`src/rtl/ysyx_25040111_axi_pkg.sv`:
```
// Shared AXI definitions for the ysyx_25040111 bus bridges: burst and
// response encodings, the AXI size encoding helper, and the refill FSM
// state type.
package ysyx_25040111_axi_pkg;

  localparam logic [1:0] AXI_BURST_INCR  = 2'b01;

  localparam logic [1:0] AXI_RESP_OKAY   = 2'b00;
  localparam logic [1:0] AXI_RESP_EXOKAY = 2'b01;
  localparam logic [1:0] AXI_RESP_SLVERR = 2'b10;
  localparam logic [1:0] AXI_RESP_DECERR = 2'b11;

  // AXI arsize/awsize encoding: log2 of the number of bytes per beat
  function automatic logic [2:0] axi_size(input int bytes);
    logic [2:0] size;
    size = 3'd0;
    for (int i = 0; i < 8; i++) begin
      if ((1 << i) == bytes) size = 3'(i);
    end
    return size;
  endfunction

  typedef enum logic [1:0] {
    REFILL_IDLE = 2'd0,
    REFILL_AR   = 2'd1,
    REFILL_R    = 2'd2
  } refill_state_t;

endpackage

```
`src/rtl/ysyx_25040111_refill_axi.sv`:
```
// I-cache refill to AXI4 read bridge. Each rstart pulse becomes one INCR
// read burst; every returned beat is presented as a one-cycle rok/rdata
// pulse. One burst in flight plus a single pending request slot.
// Optional protocol checker enabled by YSYX_25040111_RRESP_CHK_EN
// (drives the sticky rerr flag; tied low when undefined).
module ysyx_25040111_refill_axi
  import ysyx_25040111_axi_pkg::*;
#(
  parameter int ADDR_W = 32,
  parameter int DATA_W = 32,
  parameter int ID_W   = 4,
  parameter int ARID_V = 0
) (
  input  logic              clock,
  input  logic              reset,
  input  logic              rstart,
  input  logic [ADDR_W-1:0] raddr,
  input  logic [7:0]        rlen,
  output logic              rok,
  output logic [DATA_W-1:0] rdata,
  output logic              rerr,
  output logic              arvalid,
  input  logic              arready,
  output logic [ADDR_W-1:0] araddr,
  output logic [ID_W-1:0]   arid,
  output logic [7:0]        arlen,
  output logic [2:0]        arsize,
  output logic [1:0]        arburst,
  input  logic              rvalid,
  output logic              rready,
  input  logic [DATA_W-1:0] rdata_i,
  input  logic [1:0]        rresp,
  input  logic              rlast,
  input  logic [ID_W-1:0]   rid
);

  refill_state_t     state, state_n;
  logic              pend;
  logic [ADDR_W-1:0] pend_addr;
  logic [7:0]        pend_len;
  logic [7:0]        cnt;
  logic              ar_hs;
  logic              r_hs;

  assign arvalid = (state == REFILL_AR);
  assign rready  = (state == REFILL_R);
  assign arid    = ID_W'(ARID_V);
  assign arsize  = axi_size(DATA_W / 8);
  assign arburst = AXI_BURST_INCR;
  assign ar_hs   = arvalid & arready;
  assign r_hs    = rvalid & rready;

  // State register
  always_ff @(posedge clock) begin
    if (reset) state <= REFILL_IDLE;
    else       state <= state_n;
  end

  // Next-state: the R phase ends only on rlast, whatever the beat count says
  always_comb begin
    state_n = state;
    case (state)
      REFILL_IDLE: if (pend | rstart) state_n = REFILL_AR;
      REFILL_AR:   if (ar_hs) state_n = REFILL_R;
      REFILL_R:    if (r_hs & rlast) state_n = REFILL_IDLE;
      default:     state_n = REFILL_IDLE;
    endcase
  end

  // AR address latch, pending slot, beat counter and returned-beat register
  always_ff @(posedge clock) begin
    if (reset) begin
      araddr    <= '0;
      arlen     <= '0;
      pend      <= 1'b0;
      pend_addr <= '0;
      pend_len  <= '0;
      cnt       <= '0;
      rok       <= 1'b0;
      rdata     <= '0;
    end else begin
      rok <= 1'b0;
      if (state == REFILL_IDLE) begin
        if (pend) begin
          araddr <= pend_addr;
          arlen  <= pend_len;
          pend   <= rstart;
          if (rstart) begin
            pend_addr <= raddr;
            pend_len  <= rlen;
          end
        end else if (rstart) begin
          araddr <= raddr;
          arlen  <= rlen;
        end
      end else if (rstart && !pend) begin
        pend      <= 1'b1;
        pend_addr <= raddr;
        pend_len  <= rlen;
      end
      if (ar_hs) cnt <= '0;
      if (r_hs) begin
        cnt   <= cnt + 8'd1;
        rdata <= rdata_i;
        rok   <= 1'b1;
      end
    end
  end

`ifdef YSYX_25040111_RRESP_CHK_EN
  logic err_event;

  assign err_event = (r_hs && ((rresp != AXI_RESP_OKAY) ||
                               (rid != ID_W'(ARID_V)) ||
                               (rlast != (cnt == arlen)))) ||
                     (rstart && pend && (state != REFILL_IDLE));

  // Sticky error flag, cleared only by reset
  always_ff @(posedge clock) begin
    if (reset)          rerr <= 1'b0;
    else if (err_event) rerr <= 1'b1;
  end
`else
  logic unused_chk;

  assign unused_chk = ^{rresp, rid};
  assign rerr       = 1'b0;
`endif

endmodule

```
`config.mk`:
```
export PLATFORM = sky130hd
export DESIGN_NAME = ysyx_25040111_refill_axi
export DESIGN_NICKNAME = d
export VERILOG_FILES = /design/src/rtl/ysyx_25040111_axi_pkg.sv /design/src/rtl/ysyx_25040111_refill_axi.sv
export SDC_FILE = /design/constraint.sdc
export NUM_CORES = 1
export LEC_CHECK = 0
export ABC_AREA = 1
export BUFFER_PORTS_ARGS = -buffer_cell sky130_fd_sc_hd__buf_2
export CORE_MARGIN = 1
export CORE_UTILIZATION = 51
export CTS_CLUSTER_DIAMETER = 80
export DETAILED_ROUTE_END_ITERATION = 7
export GPL_TIMING_DRIVEN = 0
export MAX_ROUTING_LAYER = met4
export PLACE_DENSITY = 0.8
export SETUP_SLACK_MARGIN = 0.05
export SYNTH_ARGS = -nofsm -noshare
export SYNTH_HDL_FRONTEND = slang
export SYNTH_SLANG_ARGS = --single-unit
```
`constraint.sdc`:
```
create_clock -name clock -period 1.4 [get_ports clock]
set_input_delay 0.14 -clock clock [delete_from_list [all_inputs] [get_ports clock]]
set_output_delay 0.14 -clock clock [all_outputs]
set_load 0.02 [all_outputs]
```
**Word level (Yosys, flattened, before mapping)**

Index checks and enable logic that the tools add are counted.

- Eq/ne operators: 7
- Bitwise gates (word level): 4
- Mux-type cells: 18
- Reduce and logical (&&, ||, !) cells: 8

Operators with widths:

| kind | number |
|---|---|
| 32-bit two-way mux | 5 |
| 8-bit two-way mux | 5 |
| 2-bit two-way mux | 3 |
| 2-bit inequality test (second input constant) | 3 |
| 2-bit case mux with 3 select lines | 1 |
| 3-bit AND reduction | 2 |
| 1-bit two-way mux | 4 |
| 2-bit by 1-bit inequality test with 1-bit output (second input constant) | 2 |
| 2-bit nonzero test | 2 |
| 1-bit bitwise AND | 3 |
| 2-bit by 1-bit == test with 1-bit output (second input constant) | 1 |
| 2-bit == test (second input constant) | 1 |
| 2-bit logical NOT | 1 |
| 2-bit AND reduction | 1 |
| 1-bit logical AND | 1 |
| 1-bit logical NOT | 1 |
| 1-bit OR | 1 |

- Output and inout bits: 85
- Word-level logic and storage cells: 45
- Input port bits: 84
- Register bits after elaboration: 116

**Longest topological paths before layout**

- Depth in word-level cells: 5
- Depth in mapped cells: 8
- Mapped depth without buffers: 6

**Worst setup path after synthesis**

Ideal clock, no wire load.

- Kind: flip-flop to flip-flop
- Start point: reg pend
- End point: reg pend_addr[10]
- Clock period less this slack: 1149 ps
- Data arrival time: 1034 ps
- Cell stages (with the launch flop): 8
- Buffers on the path: 2
- Setup slack: 251 ps
- Setup time: 115 ps
- Data required time: 1285 ps
- Cells stage by stage: dfxtp_1 > buf_4 > nand2_1 > nand2_1 > buf_2 > nand3_1 > nand2_1 > nor2_1

- Longest elaborated chain between the ends: 4

Ends and longest elaborated chain:

| what | RTL line | source |
|---|---|---|
| from (decl) | ysyx_25040111_refill_axi.sv:38 | `logic pend;` |
| from (signal assigned) | ysyx_25040111_refill_axi.sv:87 | `pend <= rstart;` |
| 1-bit logical NOT | ysyx_25040111_refill_axi.sv:96 | `end else if (rstart && !pend) begin` |
| 1-bit logical AND | ysyx_25040111_refill_axi.sv:96 |  |
| 2-bit nonzero test (no source line) | n/a |  |
| 3-bit AND reduction (no source line) (*) | n/a |  |
| to (signal assigned) | ysyx_25040111_refill_axi.sv:89 | `pend_addr <= raddr;` |
| to (signal assigned) | ysyx_25040111_refill_axi.sv:98 | `pend_addr <= raddr;` |
| to (decl) | ysyx_25040111_refill_axi.sv:39 | `logic [ADDR_W-1:0] pend_addr;` |

Every way passes the cells marked *; elsewhere a longest branch is shown, timed or not.
A chain may end at the register's enable or synchronous reset.

**Worst setup path after layout**

- Start point: reg state[1]
- End point: out rready

- Longest elaborated chain between the ends: 1

Ends and longest elaborated chain:

| what | RTL line | source |
|---|---|---|
| from (decl) | ysyx_25040111_refill_axi.sv:37 | `refill_state_t state, state_n;` |
| from (signal assigned) | ysyx_25040111_refill_axi.sv:56 | `else state <= state_n;` |
| 2-bit == test | ysyx_25040111_refill_axi.sv:46 | `assign rready = (state == REFILL_R);` |
| to (decl) | ysyx_25040111_refill_axi.sv:30 | `output logic rready,` |

No other way between the ends.

==> impl_metrics.prom <==
# TYPE chip_impl_metric gauge
chip_impl_metric{name="cellLeakagePower",unit="uW"} 0.00380
chip_impl_metric{name="numPlacedInstances",unit=""} 1075
chip_impl_metric{name="wl_met3",unit="mm"} 1.28
chip_impl_metric{name="final_cells",unit=""} 1189
chip_impl_info{name="clock_tree_from_tritoncts",value="built"} 1
chip_impl_metric{name="drt_pass1_iterations",unit=""} 5
chip_impl_info{name="hold_crit_path_type",value="primary input to register"} 1
chip_impl_metric{name="core_area",unit="sq um"} 9770
chip_impl_info{name="cp-end-kind",value="primary output"} 1
chip_impl_metric{name="fin_setup_tns",unit="ps"} -29.2
chip_impl_metric{name="finalWorstSetupSlack",unit="ps"} -17.5
chip_impl_metric{name="path_max_fanout",unit=""} 3
chip_impl_metric{name="post-route-min-period",unit="ps"} 1420
chip_impl_metric{name="io_buffers",unit=""} 150
chip_impl_metric{name="final_net_count",unit=""} 1128
chip_impl_metric{name="syn_area",unit="sq um"} 5160
chip_impl_metric{name="drv.max_cap_violation_count",unit=""} 0
chip_impl_metric{name="drive_gt1_frac",unit=""} 0.233
chip_impl_metric{name="die_outline_area",unit="sq um"} 10500
chip_impl_metric{name="detail_route.wirelength.met1",unit="mm"} 6.71
chip_impl_metric{name="utilization",unit=""} 0.777
chip_impl_metric{name="initial_core_util",unit=""} 0.528
chip_impl_metric{name="synth_area_per_cell",unit="sq um"} 6.58
chip_impl_info{name="route.top_layer_used",value="met4"} 1
chip_impl_metric{name="required",unit="ps"} 1260
chip_impl_metric{name="synth-seq-area-share",unit=""} 0.450
chip_impl_metric{name="cts_inserted_buffers",unit=""} 17
chip_impl_metric{name="die_width",unit="um"} 103
chip_impl_metric{name="number_of_levels_in_the_clock_h_tree",unit=""} 4
chip_impl_metric{name="cts.sinks",unit=""} 116
chip_impl_metric{name="finalWeightedCongestion",unit=""} 0.814
chip_impl_metric{name="syn_inst",unit=""} 784
chip_impl_metric{name="crit_share_post_route",unit=""} 1.01
chip_impl_metric{name="fp.dieH",unit="um"} 103
chip_impl_metric{name="drc",unit=""} 0
chip_impl_metric{name="synth.distinct_cells",unit=""} 15
chip_impl_metric{name="grt_util_all_layers",unit=""} 0.335
chip_impl_metric{name="detailedPlace.worstSlack",unit="ps"} -147
chip_impl_info{name="worst_setup_path_class",value="register to primary output"} 1
chip_impl_metric{name="multi_input_comb_area",unit="sq um"} 2250
chip_impl_info{name="violated_checks",value="negative setup slack"} 1
chip_impl_metric{name="power-per-cell-area",unit="nW/um^2"} 1320
chip_impl_metric{name="drt-vias-per-instance",unit=""} 5.05
chip_impl_metric{name="wirelength",unit="mm"} 17.1
chip_impl_info{name="outcome",value="finished, violations left"} 1
chip_impl_metric{name="clk_pin_slew_worst_paths",unit="ps"} 60
chip_impl_metric{name="route.met2.wl",unit="mm"} 8.47
chip_impl_metric{name="fp-row-count",unit=""} 36
chip_impl_metric{name="final_antenna_net_count",unit=""} 0
chip_impl_metric{name="synthToLayoutAreaGrowth",unit="%"} 47.1
chip_impl_metric{name="total_power",unit="uW"} 10000
chip_impl_metric{name="grt_pass1_vias",unit=""} 5676
chip_impl_metric{name="violation_count_after_the_first_detailed_route_iteration",unit=""} 338
chip_impl_metric{name="grt_antenna_before_repair",unit=""} 2
chip_impl_metric{name="worst-endpoint-arrival",unit="ps"} 1280
chip_impl_metric{name="worst_ir_drop_vdd",unit="mV"} 0.898
chip_impl_metric{name="fin_skew",unit="ps"} 13.5
chip_impl_metric{name="gr-total-overflow",unit=""} 0
chip_impl_metric{name="grt_first_pass_wirelength",unit="mm"} 26.5
chip_impl_info{name="crit_path_start_kind",value="register"} 1
chip_impl_metric{name="nFillCells",unit=""} 696
chip_impl_info{name="cts-root-buf",value="clkbuf_8"} 1
chip_impl_metric{name="count_of_pins_over_their_slew_limit",unit=""} 0
chip_impl_metric{name="seqCellArea",unit="sq um"} 2330
chip_impl_info{name="grt_setup_unrepaired",value="true"} 1
chip_impl_metric{name="vias",unit=""} 6006
chip_impl_metric{name="worst_max_slew_pin_slew",unit="ps"} 520
chip_impl_metric{name="insertion_delay",unit="ps"} 520
chip_impl_metric{name="relSlewSlack",unit=""} 0.654
chip_impl_metric{name="grt_max_degree",unit=""} 17
chip_impl_metric{name="io-pin-count",unit=""} 169
chip_impl_metric{name="clockBufferDepth",unit=""} 2
chip_impl_metric{name="wl_per_cell",unit="um"} 14.4
chip_impl_metric{name="detailedPlacementHpwl",unit="mm"} 9.17
chip_impl_metric{name="yosysWarningCount",unit=""} 0
chip_impl_metric{name="clock.fmax",unit="GHz"} 0.705
chip_impl_metric{name="timing_hold_violations_final",unit=""} 0
chip_impl_metric{name="finalSetupViolCount",unit=""} 2
chip_impl_metric{name="synth-seq-cells",unit=""} 116
==> cells in the final DEF (no fill, tap or decap), types with 3 or more instances in the layout <==
master,count
clkbuf_1,12
clkinv_2,3
conb_1,10
buf_4,33
buf_6,4
inv_1,83
nand3_1,73
dlygate4sd3_1,75
o21ai_0,40
clkbuf_16,16
clkbuf_8,3
buf_2,165
a21oi_1,74
dfxtp_1,113
nor2_1,123
buf_1,6
nand2_1,199
==> worst max-delay path: stages (launching register included) <==
cell and delay (ps):
dfxtp_2 360, inv_2 70, nor2_4 90, buf_6 120, buf_6 110
==> metal layers <==
layer,GRT usage,vias up
met5,-,-
met1,0.371,2710
met2,0.570,306
met3,0.0759,62
li1,-,2928
met4,0.162,0
==> path summary, 6_finish.rpt <==
check                 from     endpoint  slack, ps  depth (start not counted)
setup reg to reg  state[0]   araddr[29]         30                          7
hold / removal     rlen[4]  pend_len[4]         20                          5
hold reg to reg   rdata[6]     rdata[6]        460                          2
setup / recovery  state[1]       rready        -20                          4
==> synthesized netlist by cell type <==
master    number  share of area
nor2_4         1         0.0022
inv_2          1        0.00073
a21oi_1       74          0.072
nand2_1      202           0.15
clkbuf_1      12         0.0087
dfxtp_1      116           0.45
nand3_1       73          0.071
inv_1         84          0.061
conb_1         2         0.0015
buf_2         36          0.035
nor2_1       125          0.091
buf_1          6         0.0044
buf_4         11          0.016
o21ai_2        1         0.0017
o21ai_0       40          0.039
==> registers in the layout, summed over array words and instances (netlist names) <==
| signal | cells |
|---|---|
| pend_len | 8 |
| pend_addr | 32 |
| pend | 1 |
| rdata | 32 |
| rok | 1 |
| state | 2 |
| araddr | 32 |
| arlen | 8 |
==> area by class of cell <==
class / instances / share of cell area
repair buffers: 233 / 0.209
plain buffers: 65 / 0.0512
multi-input cells: 526 / 0.296
clock buffers: 20 / 0.0586
diodes: 2 / 0.000659
flip-flops and latches: 116 / 0.307
clock inverters: 9 / 0.0142
inverters: 85 / 0.0420
well taps: 133 / 0.0219
==> power by group <==
| group | leakage [uW] | switching (uW) | internal, uW |
|---|---|---|---|
| clock | 0.000268 | 1520 | 2590 |
| sequential | 0.000955 | 173 | 3630 |
| combinational | 0.00258 | 1260 | 852 |
==> repair_timing <==
action,4_1_cts,5_1_grt
hold buffers,75,0
pin swaps,2,1
resized for setup,26,17
gates cloned,0,1
setup endpoints to repair,83,113
setup buffers,4,3
endpoints found under the hold margin,72,0
==> through the flow <==
stage               hold slack, ps  instance area [sq um]
floorplan                      269                   5190
global route                  37.0                   7600
finish                        18.7                   7600
CTS                           5.39                   7520
global placement               413                   6110
detailed placement             419                   6110
==> cells by family after synthesis <==
family,after synthesis,share of synthesized area
buf+inv,150,0.126
compound gates,115,0.112
other cells,2,0.00145
simple gates,401,0.311
flops,116,0.450
(Power assumes the default switching activity.)
